==> src/rtl/nes_pkg.sv <==
// Shared NES pad definitions: button bit positions, frame length and responder state encoding.
package nes_pkg;

    localparam int unsigned NES_BITS  = 8;
    localparam int unsigned CNT_W     = 4;

    localparam int unsigned BTN_A      = 0;
    localparam int unsigned BTN_B      = 1;
    localparam int unsigned BTN_SELECT = 2;
    localparam int unsigned BTN_START  = 3;
    localparam int unsigned BTN_UP     = 4;
    localparam int unsigned BTN_DOWN   = 5;
    localparam int unsigned BTN_LEFT   = 6;
    localparam int unsigned BTN_RIGHT  = 7;

    typedef enum logic [1:0] {
        ST_IDLE  = 2'd0,
        ST_LOAD  = 2'd1,
        ST_SHIFT = 2'd2,
        ST_DONE  = 2'd3
    } nes_state_e;

endpackage

==> src/rtl/nes_input_filter.sv <==
// Two-flop synchronizer plus stability filter for one asynchronous host line.
// The filtered level and its registered rise/fall strobes change on the same edge.
module nes_input_filter #(
    parameter int unsigned FILTER_CYCLES = 3
) (
    input  logic clock,
    input  logic reset,
    input  logic pin_i,
    output logic level_o,
    output logic rise_o,
    output logic fall_o
);

    localparam int unsigned CW = (FILTER_CYCLES > 1) ? $clog2(FILTER_CYCLES) : 1;

    logic          sync1_q, sync2_q;
    logic          level_q, level_d;
    logic          rise_q, fall_q;
    logic [CW-1:0] cnt_q, cnt_d;
    logic          flip_c;

    // Flip once the synced level has disagreed for FILTER_CYCLES consecutive cycles.
    always_comb begin
        flip_c  = (sync2_q != level_q) && (cnt_q == CW'(FILTER_CYCLES - 1));
        level_d = level_q;
        cnt_d   = '0;
        if (flip_c) begin
            level_d = sync2_q;
        end else if (sync2_q != level_q) begin
            cnt_d = cnt_q + CW'(1);
        end
    end

    always_ff @(posedge clock) begin
        if (reset) begin
            sync1_q <= 1'b0;
            sync2_q <= 1'b0;
            level_q <= 1'b0;
            cnt_q   <= '0;
            rise_q  <= 1'b0;
            fall_q  <= 1'b0;
        end else begin
            sync1_q <= pin_i;
            sync2_q <= sync1_q;
            level_q <= level_d;
            cnt_q   <= cnt_d;
            rise_q  <= flip_c & sync2_q;
            fall_q  <= flip_c & ~sync2_q;
        end
    end

    assign level_o = level_q;
    assign rise_o  = rise_q;
    assign fall_o  = fall_q;

endmodule

==> src/rtl/nes_pad_responder.sv <==
// Device side of the NES pad link: emulates the 4021 shift register, snapshotting
// the active-high buttons on latch and shifting them out active-low on pulse rises.
module nes_pad_responder
    import nes_pkg::*;
#(
    parameter int unsigned FILTER_CYCLES = 3,
    parameter logic        TAIL_LEVEL    = 1'b0
) (
    input  logic                clock,
    input  logic                reset,
    input  logic                enable,
    input  logic [NES_BITS-1:0] buttons,
    input  logic                latch_in,
    input  logic                pulse_in,
    output logic                data_out,
    output logic                polled,
    output logic                busy
);

    nes_state_e          state_q, state_d;
    logic [NES_BITS-1:0] shift_q, shift_d;
    logic [CNT_W-1:0]    bit_cnt_q, bit_cnt_d;
    logic                data_q, data_d;
    logic                polled_q, polled_d;
    logic                busy_q, busy_d;

    logic latch_level_c, latch_rise_c, latch_fall_c;
    logic pulse_level_c, pulse_rise_c, pulse_fall_c;
    logic unused_c;

    nes_input_filter #(.FILTER_CYCLES(FILTER_CYCLES)) u_latch_filter (
        .clock   (clock),
        .reset   (reset),
        .pin_i   (latch_in),
        .level_o (latch_level_c),
        .rise_o  (latch_rise_c),
        .fall_o  (latch_fall_c)
    );

    nes_input_filter #(.FILTER_CYCLES(FILTER_CYCLES)) u_pulse_filter (
        .clock   (clock),
        .reset   (reset),
        .pin_i   (pulse_in),
        .level_o (pulse_level_c),
        .rise_o  (pulse_rise_c),
        .fall_o  (pulse_fall_c)
    );

    assign unused_c = pulse_level_c ^ pulse_fall_c;

    // Latch rise takes priority over everything but enable; it (re)starts a frame.
    always_comb begin
        state_d   = state_q;
        shift_d   = shift_q;
        bit_cnt_d = bit_cnt_q;
        data_d    = data_q;
        polled_d  = 1'b0;

        if (!enable) begin
            state_d = ST_IDLE;
            data_d  = 1'b1;
        end else if (latch_rise_c) begin
            state_d   = ST_LOAD;
            shift_d   = ~buttons;
            data_d    = ~buttons[BTN_A];
            bit_cnt_d = '0;
        end else begin
            unique case (state_q)
                ST_IDLE: begin
                    data_d = 1'b1;
                end
                ST_LOAD: begin
                    if (latch_fall_c) begin
                        state_d = ST_SHIFT;
                    end else begin
                        shift_d   = ~buttons;
                        data_d    = ~buttons[BTN_A];
                        bit_cnt_d = '0;
                    end
                end
                ST_SHIFT: begin
                    if (pulse_rise_c && !latch_level_c) begin
                        shift_d   = {TAIL_LEVEL, shift_q[NES_BITS-1:1]};
                        data_d    = shift_q[1];
                        bit_cnt_d = bit_cnt_q + CNT_W'(1);
                        if (bit_cnt_q == CNT_W'(NES_BITS - 1)) begin
                            polled_d = 1'b1;
                            state_d  = ST_DONE;
                        end
                    end
                end
                ST_DONE: begin
                    data_d = TAIL_LEVEL;
                end
                default: begin
                    state_d = ST_IDLE;
                    data_d  = 1'b1;
                end
            endcase
        end

        busy_d = (state_d == ST_LOAD) || (state_d == ST_SHIFT);
    end

    always_ff @(posedge clock) begin
        if (reset) begin
            state_q   <= ST_IDLE;
            shift_q   <= '0;
            bit_cnt_q <= '0;
            data_q    <= 1'b1;
            polled_q  <= 1'b0;
            busy_q    <= 1'b0;
        end else begin
            state_q   <= state_d;
            shift_q   <= shift_d;
            bit_cnt_q <= bit_cnt_d;
            data_q    <= data_d;
            polled_q  <= polled_d;
            busy_q    <= busy_d;
        end
    end

    assign data_out = data_q;
    assign polled   = polled_q;
    assign busy     = busy_q;

endmodule

==> config.mk <==
export PLATFORM = sky130hd
export DESIGN_NAME = nes_pad_responder
export DESIGN_NICKNAME = d
export VERILOG_FILES = /design/src/rtl/nes_pkg.sv /design/src/rtl/nes_input_filter.sv /design/src/rtl/nes_pad_responder.sv
export SDC_FILE = /design/constraint.sdc
export NUM_CORES = 1
export LEC_CHECK = 0
export CAP_MARGIN = 20
export CELL_PAD_IN_SITES_DETAIL_PLACEMENT = 2
export CELL_PAD_IN_SITES_GLOBAL_PLACEMENT = 2
export CORE_ASPECT_RATIO = 1.5
export CORE_MARGIN = 3
export CORE_UTILIZATION = 37
export CTS_BUF_LIST = sky130_fd_sc_hd__clkbuf_4
export CTS_CLUSTER_SIZE = 14
export DETAILED_ROUTE_END_ITERATION = 10
export PLACE_DENSITY_LB_ADDON = 0.1
export SYNTH_ARGS = -nofsm -noshare
export SYNTH_HDL_FRONTEND = slang
export SYNTH_SLANG_ARGS = --single-unit
==> constraint.sdc <==
create_clock -name clock -period 4.7 [get_ports clock]
set_input_delay 0.47 -clock clock [delete_from_list [all_inputs] [get_ports clock]]
set_output_delay 0.47 -clock clock [all_outputs]
set_load 0.005 [all_outputs]
==> metrics.txt, run 1 <==
Detailed Route WL=around 3300 µm; CTS tree=yes; fin. max-slew vios=0; outcome=finished, final reports clean; CTS resizes=0; Rel. slew slack=a little over 40%; crit path max fanout=12; cell taking the most area after synthesis=dfxtp_1; CP max stage delay=about 520 ps; Worst-Skew Late Latency=around 330 ps; Syn Nets=159; Ports=16; CP Depth=6; # DRC=0; utilization after layout=roughly 47%; # port buffers=15; H-tree depth=2; Routed Antenna Nets=0; Chip Height=a little under 80 µm; gpl congestion=between 0.7 and 0.8; worst slew pin tran=slightly below 900 ps; Hold WC Path Type=reg -> reg; area of the core=around 0.0032 mm²; RSZ-0062 raised after global routing=no; Area Overhead vs Synth=19.7%; main flop type after synthesis=dfxtp_1; standard-cell rows=25; Synth warnings=0; reg2reg start=state_q[0]; Synth top area share=between 40% and 50%; die area=between 0.004 and 0.005 mm²; Wirelength per Cell=roughly 17 µm; Synth area leaders=dfxtp_1, ha_1, a21oi_1, nand2_1, o211ai_1; critical path class=reg -> reg; CTS Buf Count=5; Synth cell types=34; final setup fails=0; grt met2 use=32.3%; Worst-path clk slew=approximately 100 ps; clock sinks=29; Post-synth EDFFs=0; width of the die=roughly 54 µm; GRT Residual Overflow=0; antenna diode count=0; clk_skew=8.95 ps; worst endpoint required time=4940 ps; fill cell count=348; Cell Area, Synth=roughly 0.0013 mm²; final-stage net count=around 180; Crit. End Element=register; fin crit share=~47%; DR vias/cell=5.48; fraction of layout cells with a size suffix above 1=5.77%; Initial Utilization=roughly 39%; starting DRC count in detailed routing=12; Leak=0.547 nW; R2R Path End=bit_cnt_q[3]; endpoints failing hold=0; worst-path cell chain=inv_1 -> ha_1 -> nor2b_1 -> a211o_1 -> or4_1 -> a21oi_1; reg2reg setup slack=around 2500 ps; post-synthesis async set-or-reset flop share=0%; FF-to-FF path depth=6; HPWL after DPL=around 2300 µm; CTS Buffer Depth=2; met1 Usage GRT=between 15 and 20%; via count=between 1k and 1.5k; Worst path top cell family by delay=simple AND/OR/NAND/NOR gates; crit path max-delay cell type=or4_1; max_cap viols=0; mean post-synth cell area=about 9 µm²; Bufs and invs on worst path=1; PD cells=just over 300 mW/mm²; fin crit period=2220 ps; register bit total from synthesis=29; CTS Hold Buffers Added=0; Max VDD drop=between 0.00015 and 0.0002 V; GR peak layer=met2; register area share after synthesis=45.8%; GR Layer Usage met3=under 10%; Highest Clock Rate=451 MHz; largest net degree at the start of global routing=25; Post-Synthesis Cells=139; Hold Slack=roughly 420 ps; CTS root buf=clkbuf_4; Pre-antenna DRT Iters=2; Total GRT Usage=between 10% and 20%; TNS Setup=0 ps; startpoint types=register; termination of the worst setup path=bit_cnt_q[3]; vias in the first global route=about 1.1k; CP arrival=approximately 2500 ps; Critical Path Start=state_q[0]; antenna violations before repair=0; Post-CTS Setup Inserts=0; first-pass GRT wire length=around 5300 µm
cell usage in the layout (no fill, tap or decap), types with 2 or more instances in the layout:
master	synthesis	routed
nand2_1	16	16
or3_1	3	3
nor2_1	10	10
dfxtp_1	29	29
inv_1	6	6
o21a_1	2	2
nor2b_1	7	7
o211ai_1	6	6
clkbuf_4	0	5
nor4bb_1	3	3
a21oi_1	13	13
clkdlybuf4s50_1	0	15
o21ai_0	2	2
xnor2_1	2	2
nand2b_1	4	4
ha_1	7	7
o31a_1	2	2
nor3_1	4	4
nand3_1	2	2
mux2i_1	3	3
sequential cells by signal, indices dropped and copies added (netlist names), 2 cells and up:
signal / count
bit_cnt_q: 4
shift_q: 7
state_q: 2
u_latch_filter.cnt_q: 2
u_pulse_filter.cnt_q: 2
kinds of logic (layout without fill, tap and decap cells):
group | after synthesis | after routing | share of synthesized area (%)
buffers and inverters | 11 | 28 | 3.66
muxes | 3 | 3 | 2.37
DFF | 29 | 29 | 45.9
AOI/OAI and AO/OA | 31 | 31 | 16.2
xor gates and xnor gates | 2 | 2 | 1.38
and+or+nand+nor | 56 | 56 | 23.6
adders and majority gates | 7 | 7 | 6.92
cell type report:
| cell class | count | area (µm²) | area share [%] |
|---|---|---|---|
| inverters | 6 | 22.5 | 1.49 |
| flip-flops and latches | 29 | 581 | 38.3 |
| well taps | 40 | 50.0 | 3.30 |
| multi-input cells | 99 | 639 | 42.2 |
| clock inverters | 2 | 35.0 | 2.31 |
| clock buffers | 5 | 37.5 | 2.48 |
| repair buffers | 15 | 150 | 9.91 |
how the worst min path moves through the flow:
stage | to | startpoint | cells after the start
after detailed placement | u_pulse_filter.cnt_q[0] | u_pulse_filter.cnt_q[0] | 1
after global routing | u_pulse_filter.cnt_q[0] | u_pulse_filter.cnt_q[0] | 1
after floorplan | u_latch_filter.cnt_q[0] | u_latch_filter.cnt_q[0] | 1
final | u_pulse_filter.cnt_q[0] | u_pulse_filter.cnt_q[0] | 1
after CTS | u_pulse_filter.cnt_q[0] | u_pulse_filter.cnt_q[0] | 1
after global placement | u_latch_filter.cnt_q[0] | u_latch_filter.cnt_q[0] | 1
where the power goes:
part,total [mW],internal (mW),switching (mW)
Clock,0.196,0.108,0.0879
Combinational,0.0196,0.0118,0.00784
Sequential,0.249,0.248,0.00116
Total,0.465,0.368,0.0969
per-layer routing:
metal	vias up	part of all wire (%)	routed length (µm)
met3	9	3.4	111
met4	0	2.3	76
met5	-	0	0
met1	524	40	1300
met2	20	55	1800
li1	521	-	-
stage by stage:
stage                     worst slack [ps]  power, mW  cell area [µm²]  cells
after detailed placement              2360      0.274             1440    189
after CTS                             2450      0.471             1520    196
after global routing                  2350      0.484             1520    196
after floorplan                       2920      0.261             1270    139
after global placement                2420      0.273             1440    189
final                                 2480      0.465             1520    196
synth_stat cells (2+ instances only):
| library cell | count |
|---|---|
| dfxtp_1 | 29 |
| nand2_1 | 16 |
| a21oi_1 | 13 |
| nor2_1 | 10 |
| ha_1 | 7 |
| nor2b_1 | 7 |
| inv_1 | 6 |
| o211ai_1 | 6 |
| nand2b_1 | 4 |
| nor3_1 | 4 |
| clkbuf_1 | 3 |
| mux2i_1 | 3 |
| nor4bb_1 | 3 |
| or3_1 | 3 |
| nand3_1 | 2 |
| o21a_1 | 2 |
| o21ai_0 | 2 |
| o31a_1 | 2 |
| xnor2_1 | 2 |
Note: power is estimated with default switching activity, not from simulation.
==> run 2, diff against run 1 <==
--- a/config.mk
+++ b/config.mk
@@ -10,7 +10,7 @@
 export CELL_PAD_IN_SITES_GLOBAL_PLACEMENT = 2
 export CORE_ASPECT_RATIO = 1.5
 export CORE_MARGIN = 3
-export CORE_UTILIZATION = 37
+export CORE_UTILIZATION = 31
 export CTS_BUF_LIST = sky130_fd_sc_hd__clkbuf_4
 export CTS_CLUSTER_SIZE = 14
 export DETAILED_ROUTE_END_ITERATION = 10
==> constraint.sdc (replaced) <==
create_clock -name clock -period 1.9 [get_ports clock]
set_input_delay 0.19 -clock clock [delete_from_list [all_inputs] [get_ports clock]]
set_output_delay 0.19 -clock clock [all_outputs]
set_load 0.005 [all_outputs]
==> run 2 against run 1 <==
Against the previous run:
- sequential share of layout area is 2.8 points lower
- clock-buffer cell count is 1 higher
- power grew to 2.5 times the previous value
- core utilization is 3.3 points lower
- sequential cell count stayed put
- final area is 9.2% higher
==> metrics.txt, run 2 (synthesized netlist as in run 1, its figures left out) <==
area of the core=0.00378 mm² (was 0.00322 mm²); startpoint types=register (unchanged); vias in the first global route=1255 (was 1097); worst-path cell chain=inv_2 -> ha_2 -> nor2b_1 -> a211o_1 -> or4_1 -> a21oi_1 (was inv_1 -> ha_1 -> nor2b_1 -> a211o_1 -> or4_1 -> a21oi_1); reg2reg setup slack=120 ps (was 2480 ps); max_cap viols=0 (unchanged); Worst-path clk slew=100 ps (about the same); DR vias/cell=5.28 (was 5.48); GR peak layer=met2 (unchanged); reg2reg start=state_q[0] (unchanged); Reg with most FFs=shift_q (unchanged); via count=1119 (was 1074); first-pass GRT wire length=5900 µm (was 5250 µm); CTS Buffer Depth=2 (unchanged); largest net degree at the start of global routing=18 (was 25); most frequent cells in the layout=dfxtp_1, nand2_1, clkdlybuf4s50_1, a21oi_1, buf_4 (was dfxtp_1, nand2_1, clkdlybuf4s50_1, a21oi_1, nor2_1); fraction of layout cells with a size suffix above 1=16.6% (was 5.77%); Wirelength per Cell=16.0 µm (was 16.8 µm); Rel. slew slack=75.6% (was 41.4%); GRT Residual Overflow=0 (unchanged); PD cells=707 mW/mm² (was 307 mW/mm²); antenna violations before repair=0 (unchanged); Max VDD drop=0.000465 V (was 0.000190 V); fin crit period=1780 ps (was 2220 ps); leading cell type in the layout, fill and taps excluded=dfxtp_1 (unchanged); FF-to-FF path depth=6 (unchanged); Chip Height=84.3 µm (was 77.6 µm); Ports=16 (unchanged); standard-cell rows=27 (was 25); grt met2 use=29.0% (was 32.3%); worst slew pin tran=365 ps (was 877 ps); clk_skew=4.98 ps (was 8.95 ps); max reg flops=7 (unchanged); Initial Utilization=33.5% (was 39.3%); HPWL after DPL=2610 µm (was 2340 µm); final worst slack=118 ps (was 2480 ps); gpl congestion=0.827 (was 0.774); CTS tree=yes (unchanged); CP max stage delay=480 ps (was 520 ps); # port buffers=15 (unchanged); endpoints failing hold=0 (unchanged); CP arrival=2040 ps (was 2460 ps); antenna diode count=0 (unchanged); fin crit share=93.8% (was 47.2%); die area=0.00490 mm² (was 0.00417 mm²); width of the die=58.2 µm (was 53.8 µm); starting DRC count in detailed routing=16 (was 12); Area Overhead vs Synth=30.6% (was 19.7%); dpl ws=-2.14 ps (was 2360 ps); crit path max-delay cell type=or4_1 (unchanged); Top Registers=shift_q x7, bit_cnt_q x4 (unchanged); critical path class=reg -> reg (unchanged); Leak=0.613 nW (was 0.547 nW); Final Cell Area=0.00165 mm² (was 0.00152 mm²); Pre-antenna DRT Iters=4 (was 2); Hold WC Path Type=reg -> reg (unchanged); crit path max fanout=3 (was 12); CTS root buf=clkbuf_4 (unchanged); Detailed Route WL=3390 µm (was 3290 µm); R2R Path End=bit_cnt_q[3] (unchanged); clock sinks=29 (unchanged); Hold Slack=421 ps (was 416 ps); outcome=finished, final reports clean (unchanged); Critical Path Start=state_q[0] (unchanged); Placement Cell Area=0.00154 mm² (was 0.00144 mm²); TNS Setup=0 ps (unchanged); GR Layer Usage met3=4.31% (was 4.61%); RSZ-0062 raised after global routing=no (unchanged); Total GRT Usage=15.8% (was 17.7%); termination of the worst setup path=bit_cnt_q[3] (unchanged); # DRC=0 (unchanged); final setup fails=0 (unchanged); final-stage net count=188 (was 176); H-tree depth=2 (unchanged); fin. max-slew vios=0 (unchanged); worst endpoint required time=2160 ps (was 4940 ps); met1 Usage GRT=16.6% (was 17.6%); Worst-Skew Late Latency=320 ps (was 330 ps); Crit. End Element=register (unchanged); CTS Buf Count=5 (unchanged); Routed Antenna Nets=0 (unchanged); Highest Clock Rate=561 MHz (was 451 MHz)
==> run 2: cell count changes in the layout (fill, tap and decap cells not counted), sizes merged <==
cell    delta
buf       +12
clkbuf     +1
==> run 2: worst min-delay path by stage <==
stage,start,end,slack (ps),cells past startpoint
CTS,latch_in,u_latch_filter.sync1_q,410,2
global route,latch_in,u_latch_filter.sync1_q,420,2
floorplan,reset,u_pulse_filter.rise_o,270,1
global placement,u_latch_filter.cnt_q[0],u_latch_filter.cnt_q[0],400,1
finish,u_latch_filter.cnt_q[0],u_latch_filter.cnt_q[0],420,1
detailed placement,u_latch_filter.cnt_q[0],u_latch_filter.cnt_q[0],410,1
==> run 2: layer usage <==
| metal | wire length (µm) | vias to the layer above | part of all wire (%) |
|---|---|---|---|
| li1 | - | 546 | - |
| met1 | 1290 | 543 | 38 |
| met2 | 1860 | 20 | 55 |
| met3 | 122 | 10 | 3.6 |
| met4 | 124 | 0 | 3.7 |
| met5 | 0 | - | 0 |
==> run 2: power by group <==
group | total [mW] | internal (mW) | switching, mW
registers | 0.613 | 0.610 | 0.00285
clock network | 0.504 | 0.288 | 0.216
logic | 0.0523 | 0.0316 | 0.0207
total | 1.17 | 0.930 | 0.240
==> run 2: layout make-up <==
type                            instances  area (µm²)
Sequential cell                        29         588
Inverter                                6        22.5
Fill cell                             431        2130
Clock buffer                            6        45.0
Clock inverter                          2        33.8
Timing Repair Buffer                   27         244
Multi-Input combinational cell         99         667
Tap cell                               43        53.8
==> run 2: repair_timing <==
action | CTS | global route
hold endpoints to repair | 0 | 0
hold buffers | 0 | 0
gates resized for setup | 2 | 10
setup endpoints to repair | 2 | 3
buffers inserted | 0 | 0
==> run 2: metrics by stage <==
stage	std cells	util (%)	power, mW
detailed placement	204	40.6	0.683
global placement	204	40.6	0.680
finish	212	43.7	1.17
CTS	212	43.1	1.20
floorplan	139	-	0.646
global route	212	43.7	1.23
==> run 2: worst max-delay path, delay by kind of cell (launching register included) <==
kind,cells,cell delay [ps]
flops,1,390
simple gates,2,630
buf+inv,1,60
fa+ha+maj,1,190
compound gates,2,450
